===== src/rtl/dma_channel_scheduler.sv =====
// DMA channel scheduler: arbitrates started channels onto a single DMA core command port.
// Define DMA_SCHED_FIXED_PRIO_EN for fixed lowest-index priority instead of round-robin.
module dma_channel_scheduler #(
    parameter int CHANNELS = 4,
    parameter int TL_AW    = 32
) (
    input  logic                        dmac_clock_i,
    input  logic                        dmac_reset_ni,
    input  logic                        cfg_we_i,
    input  logic [$clog2(CHANNELS)-1:0] cfg_ch_i,
    input  logic [TL_AW-1:0]            cfg_src_i,
    input  logic [TL_AW-1:0]            cfg_dst_i,
    input  logic [TL_AW-1:0]            cfg_len_i,
    input  logic                        cfg_strd_i,
    input  logic                        cfg_stwr_i,
    output logic                        cfg_err_o,
    input  logic [CHANNELS-1:0]         chn_start_i,
    output logic [CHANNELS-1:0]         chn_pending_o,
    output logic [CHANNELS-1:0]         chn_done_o,
    output logic [CHANNELS-1:0]         chn_err_o,
    output logic                        sched_busy_o,
    output logic                        dmac_tx_o,
    output logic [TL_AW-1:0]            dmac_source_address_o,
    output logic [TL_AW-1:0]            dmac_dest_address_o,
    output logic [TL_AW-1:0]            dmac_bytes_tx_o,
    output logic                        dmac_stationary_rd_o,
    output logic                        dmac_stationary_wr_o,
    input  logic                        dmac_busy_i,
    input  logic                        dmac_done_i,
    input  logic                        dmac_err_i
);
    localparam int CW = $clog2(CHANNELS);

    typedef enum logic [1:0] {IDLE, ISSUE, WAIT_BUSY, WAIT_DONE} state_e;

    state_e              state_q;
    logic [CW-1:0]       active_q;
    logic [CHANNELS-1:0] pending_q;
`ifndef DMA_SCHED_FIXED_PRIO_EN
    logic [CW-1:0]       rr_ptr_q;
`endif

    logic [TL_AW-1:0]    desc_src [CHANNELS];
    logic [TL_AW-1:0]    desc_dst [CHANNELS];
    logic [TL_AW-1:0]    desc_len [CHANNELS];
    logic [CHANNELS-1:0] desc_strd;
    logic [CHANNELS-1:0] desc_stwr;

    logic                grant_vld;
    logic [CW-1:0]       grant_ch;
    logic [CW-1:0]       cand;
    logic [CHANNELS-1:0] grant_mask;
    logic [CHANNELS-1:0] active_mask;
    logic                cfg_reject;
    logic                zero_len;
    logic                core_fall;
    logic                unused_done;

    assign unused_done  = dmac_done_i;
    assign active_mask  = (state_q != IDLE) ? (CHANNELS'(1) << active_q) : '0;
    assign grant_mask   = (state_q == IDLE && grant_vld) ? (CHANNELS'(1) << grant_ch) : '0;
    assign cfg_reject   = pending_q[cfg_ch_i] | active_mask[cfg_ch_i];
    assign zero_len     = (dmac_bytes_tx_o == '0);
    // Completion is the busy falling edge only; the core's sticky done flag is ignored.
    assign core_fall    = (state_q == WAIT_DONE) && !dmac_busy_i;
    assign chn_done_o   = (core_fall || (state_q == ISSUE && zero_len)) ? active_mask : '0;
    assign chn_err_o    = (core_fall && dmac_err_i) ? active_mask : '0;
    assign chn_pending_o = pending_q;
    assign sched_busy_o = (state_q != IDLE);

    always_comb begin
        grant_vld = 1'b0;
        grant_ch  = '0;
        cand      = '0;
        for (int unsigned k = 0; k < CHANNELS; k++) begin
`ifdef DMA_SCHED_FIXED_PRIO_EN
            cand = CW'(k);
`else
            cand = CW'((32'(rr_ptr_q) + 1 + k) % CHANNELS);
`endif
            if (!grant_vld && pending_q[cand]) begin
                grant_vld = 1'b1;
                grant_ch  = cand;
            end
        end
    end

    // Descriptors carry no reset value; they survive a scheduler reset.
    always_ff @(posedge dmac_clock_i) begin
        if (cfg_we_i && !cfg_reject) begin
            desc_src[cfg_ch_i]  <= cfg_src_i;
            desc_dst[cfg_ch_i]  <= cfg_dst_i;
            desc_len[cfg_ch_i]  <= cfg_len_i;
            desc_strd[cfg_ch_i] <= cfg_strd_i;
            desc_stwr[cfg_ch_i] <= cfg_stwr_i;
        end
    end

    always_ff @(posedge dmac_clock_i or negedge dmac_reset_ni) begin
        if (!dmac_reset_ni) begin
            state_q               <= IDLE;
            active_q              <= '0;
            pending_q             <= '0;
            cfg_err_o             <= 1'b0;
            dmac_tx_o             <= 1'b0;
            dmac_source_address_o <= '0;
            dmac_dest_address_o   <= '0;
            dmac_bytes_tx_o       <= '0;
            dmac_stationary_rd_o  <= 1'b0;
            dmac_stationary_wr_o  <= 1'b0;
`ifndef DMA_SCHED_FIXED_PRIO_EN
            rr_ptr_q              <= CW'(CHANNELS - 1);
`endif
        end else begin
            cfg_err_o <= cfg_we_i & cfg_reject;
            pending_q <= (pending_q & ~grant_mask) | (chn_start_i & ~pending_q & ~active_mask);
            dmac_tx_o <= 1'b0;
            case (state_q)
                IDLE: begin
                    if (grant_vld) begin
                        state_q               <= ISSUE;
                        active_q              <= grant_ch;
                        dmac_source_address_o <= desc_src[grant_ch];
                        dmac_dest_address_o   <= desc_dst[grant_ch];
                        dmac_bytes_tx_o       <= desc_len[grant_ch];
                        dmac_stationary_rd_o  <= desc_strd[grant_ch];
                        dmac_stationary_wr_o  <= desc_stwr[grant_ch];
                        dmac_tx_o             <= (desc_len[grant_ch] != '0);
`ifndef DMA_SCHED_FIXED_PRIO_EN
                        rr_ptr_q              <= grant_ch;
`endif
                    end
                end
                ISSUE:     state_q <= zero_len ? IDLE : WAIT_BUSY;
                WAIT_BUSY: if (dmac_busy_i) state_q <= WAIT_DONE;
                WAIT_DONE: if (!dmac_busy_i) state_q <= IDLE;
                default:   state_q <= IDLE;
            endcase
        end
    end
endmodule


===== config.mk =====
export PLATFORM = sky130hd
export DESIGN_NAME = dma_channel_scheduler
export DESIGN_NICKNAME = d
export VERILOG_FILES = /design/src/rtl/dma_channel_scheduler.sv
export SDC_FILE = /design/constraint.sdc
export NUM_CORES = 1
export LEC_CHECK = 0
export ABC_AREA = 1
export ABC_CLOCK_PERIOD_IN_PS = 11800
export CAP_MARGIN = 20
export CORE_UTILIZATION = 55
export CTS_CLUSTER_DIAMETER = 120
export CTS_CLUSTER_SIZE = 25
export DETAILED_ROUTE_END_ITERATION = 7
export PLACE_DENSITY = 0.77
export RECOVER_POWER = 100
export SKIP_CTS_REPAIR_TIMING = 1
export SLEW_MARGIN = 10
export SYNTH_ARGS = -nofsm -noshare
export SYNTH_HDL_FRONTEND = slang
export SYNTH_SLANG_ARGS = --single-unit

===== constraint.sdc =====
create_clock -name dmac_clock_i -period 11.8 [get_ports dmac_clock_i]
set_input_delay 1.77 -clock dmac_clock_i [delete_from_list [all_inputs] [get_ports dmac_clock_i]]
set_output_delay 1.77 -clock dmac_clock_i [all_outputs]
set_load 0.01 [all_outputs]

==> summary.md <==
| Metric | Value |
|---|---|
| Total nets after synthesis | between 1500 and 2000 |
| Vias per cell | 5.71 |
| Vias | 12400 |
| Max stage delay cell, worst path | clkbuf_1 |
| Post-route ant nets | 0 |
| Die height | 189 µm |
| Clk_lat worst skew | around 0.56 ns |
| Seq pwr share | 0.367 |
| CP max stage delay | around 2.8 ns |
| First DRT Iteration DRCs | slightly above 1000 |
| Die area | ~36000 µm² |
| Syn Area/Cell | 12.8 µm² |
| Routed len/inst | 19.8 µm |
| Post-synth top area share | 0.610 |
| # clock sinks | 502 |
| Fin nets | roughly 1800 |
| CP Cell Sequence | clkinvlp_2 -> nand2_2 -> nand2_1 -> nand2_1 -> nand2_1 -> o21ai_0 -> nand3_4 -> nand2_8 -> clkbuf_1 -> nand2_1 -> nand3_1 -> nand2_1 -> nand2_1 -> nor2_1 -> nand2_1 -> nor2_1 -> a21oi_1 |
| CP bufs+invs | 2 |
| Design area | 22400 µm² |
| Fin. max-slew vios | ~670 |
| Final WS setup | about 4.2 ns |
| Most used cell, CP | nand2_1 |
| GRT Residual Overflow | 0 |
| Routability-driven placement congestion ratio | 0.844 |
| RSZ-0062 raised after global routing | no |
| Power density cells | about 280 nW/µm² |
| Placed cells | between 2000 and 2500 |
| Io pins | approximately 220 |
| CTS tree | built |
| Root buf cell | clkbuf_16 |
| Peak supply drop | 0.000265 V |
| R2R setup slack | 4.20 ns |
| Non-Filler Instances | about 2200 |
| Least-Margin Pin Slew | around 4.0 ns |
| Syn Inst Count | between 1500 and 2000 |
| DRC | 0 |
| EDFF count, synth | about 390 |
| Critical path fanouts, max | around 110 |
| Combinational fraction of design power | 0.484 |
| Synth cell count leaders | 392 x edfxtp_1, 272 x nor2_1, 209 x nand2_1 |
| Clock transition at path regs | approximately 0.10 ns |
| Max Fclk | between 100 and 150 MHz |
| Leak | slightly below 0.008 µW |
| Worst reg2reg path startpoint | rr_ptr_q[0] |
| Share of post-route cells with drive strength above 1 | 0.0299 |
| Area growth syn-to-layout | 16.2% |
| Ys Warns | 0 |
| MaxCap Viol Count | 14 |
| Violated checks | capacitance limit, slew limit |
| Largest cells by area after synthesis | edfxtp_1 61%, dfrtp_1 14%, nor2_1 5.3% |
| Number of global-route vias before repair | 12100 |
| P_int | ~3500 µW |
| Max Root-Sink Buffers | 3 |
| DRT Pass-1 Iters | 5 |
| Cell area after synthesis | approximately 19000 µm² |
| Port Buffer Count | between 200 and 250 |
| Final worst path period need | between 7 and 8 ns |
| Startpoint Class | flip-flop |
| CTS Buf Count | 24 |
| Worst hold-check path type | flip-flop to flip-flop |
| Outcome | finished with violations |
| Data required time of the worst path | 12.23 ns |
| Initial antenna violation count | 14 |
| Worst Skew | 0.0344 ns |
| Detail Placement HPWL | between 20000 and 25000 µm |
| DRT Wirelength | 42900 µm |
| Setup crit end kind | flip-flop |
| Placement-stage cell area | around 22000 µm² |
| Core area | about 35000 µm² |
| Design Power | approximately 6200 µW |
| Setup TNS | 0 ns |
| Period utilization | 0.644 |
| Worst slack at placement | 6.49 ns |
| Flops & latches, synth | around 500 |
| Yosys cell types | 33 |
| Sw Ratio | 0.437 |
| FFs w/ async S/R, synth | 0.219 |
| Top FF cell, synth | edfxtp_1 |
| Largest net degree at the start of global routing | 107 |
| Endpoints failing setup | 0 |
| Die X | 189 µm |
| H-tree levels | 1 |
| Cell Rows | 68 |
| Relative slew slack | -1.64 |
| Cell with the most instances after synthesis | edfxtp_1 |
| Seq/Total Area, Yosys | 0.752 |
| Top delay family on crit path | buffers and inverters |
| Synth area leader | edfxtp_1 |
| Crit. Startpoint | rr_ptr_q[0] |
| Arrival @ worst endpoint | 8.03 ns |
| Initial core utilization | 0.559 |
| Clock power share | 0.148 |
| Final Hold Vio Count | 0 |
| Global Route Usage Sum | 0.239 |
| Hold_sp | dmac_dest_address_o[4] |
| First-pass GRT wire length | between 60000 and 70000 µm |
| WS Path Type | flip-flop to flip-flop |
| Switching power | roughly 2700 µW |
[sequential cells by signal, summed over array words and instances, names as in the netlist, 2 cells and up, named ones only]
| register | cells |
|---|---|
| dmac_source_address_o | 32 |
| dmac_bytes_tx_o | 32 |
| desc_dst | 128 |
| active_q | 2 |
| desc_src | 128 |
| dmac_dest_address_o | 32 |
| desc_stwr | 4 |
| desc_strd | 4 |
| desc_len | 128 |
| rr_ptr_q | 2 |
| chn_pending_o | 4 |
[final timing paths]
| check | endpoint | depth (start not counted) |
|---|---|---|
| max | dmac_tx_o | 17 |
| min | dmac_dest_address_o[4] | 2 |
| max reg2reg | dmac_tx_o | 17 |
| min reg2reg | dmac_dest_address_o[4] | 2 |
| max in group asynchronous | dmac_dest_address_o[29] | 2 |
| min in group asynchronous | dmac_bytes_tx_o[18] | 1 |
[kinds of logic after synthesis]
kind of cell	after synthesis	synth area share
buf+inv	114	0.0301
simple gates	646	0.139
flops	502	0.752
compound gates	252	0.0780
[cell type report]
class | instances | area, µm²
Sequential cell | 502 | 14500
Fill cell | 2515 | 12100
Antenna cell | 10 | 25.0
Clock inverter | 1 | 30.0
Clock buffer | 43 | 693
Tap cell | 455 | 569
Inverter | 22 | 87.6
Multi-Input combinational cell | 898 | 4210
Timing Repair Buffer | 239 | 2300
[worst register-to-register path, delay by kind of cell (launching register included)]
kind | cells | cell delay (ns)
buffers and inverters | 2 | 3.43
flip-flops | 1 | 0.77
AND/OR/NAND/NOR | 13 | 2.81
AO/OA/AOI/OAI | 2 | 0.46
[through the flow]
| stage | util | hold slack [ns] |
|---|---|---|
| CTS | 0.651 | 0.503 |
| global route | 0.649 | 0.530 |
| floorplan | - | 0.507 |
| finish | 0.649 | 0.492 |
| global placement | 0.630 | 0.475 |
| detailed placement | 0.630 | 0.476 |
[power groups by stage]
stage | Clock [µW] | Combinational (µW) | Sequential (µW)
2_1_floorplan | 0 | 2100 | 2380
3_3_place_gp | 0 | 3000 | 2330
3_5_place_dp | 0 | 3090 | 2330
4_1_cts | 943 | 3100 | 2300
5_1_grt | 996 | 3380 | 2320
6_report | 927 | 3030 | 2300
[per-layer routing]
| layer | vias up | track usage | wire length (µm) |
|---|---|---|---|
| li1 | 5783 | - | - |
| met1 | 6069 | 0.320 | 17400 |
| met2 | 455 | 0.390 | 21100 |
| met3 | 76 | 0.0506 | 3270 |
| met4 | 14 | 0.0865 | 1120 |
| met5 | - | 0 | 86 |
[cell usage in the layout, fill, tap and decap left out, types with 2 or more instances in the layout]
master           count
diode_2             10
dlygate4sd3_1      213
dfrtp_1            108
clkinvlp_2           2
inv_2                2
o221ai_1            27
nand2_2              4
o211ai_1            27
nor3_1               5
nor4_1               8
nand3_2              2
buf_4                6
nand3_1            134
inv_1               17
clkbuf_1            31
nand2_1            211
a31oi_1             41
o21ai_0            129
nor2_1             273
clkbuf_16           25
o21ai_1             10
nand4_1              5
nand2_4              2
a21oi_1             13
edfxtp_1           392
clkdlybuf4s50_1      7
Note: power is estimated with default switching activity, not from simulation.
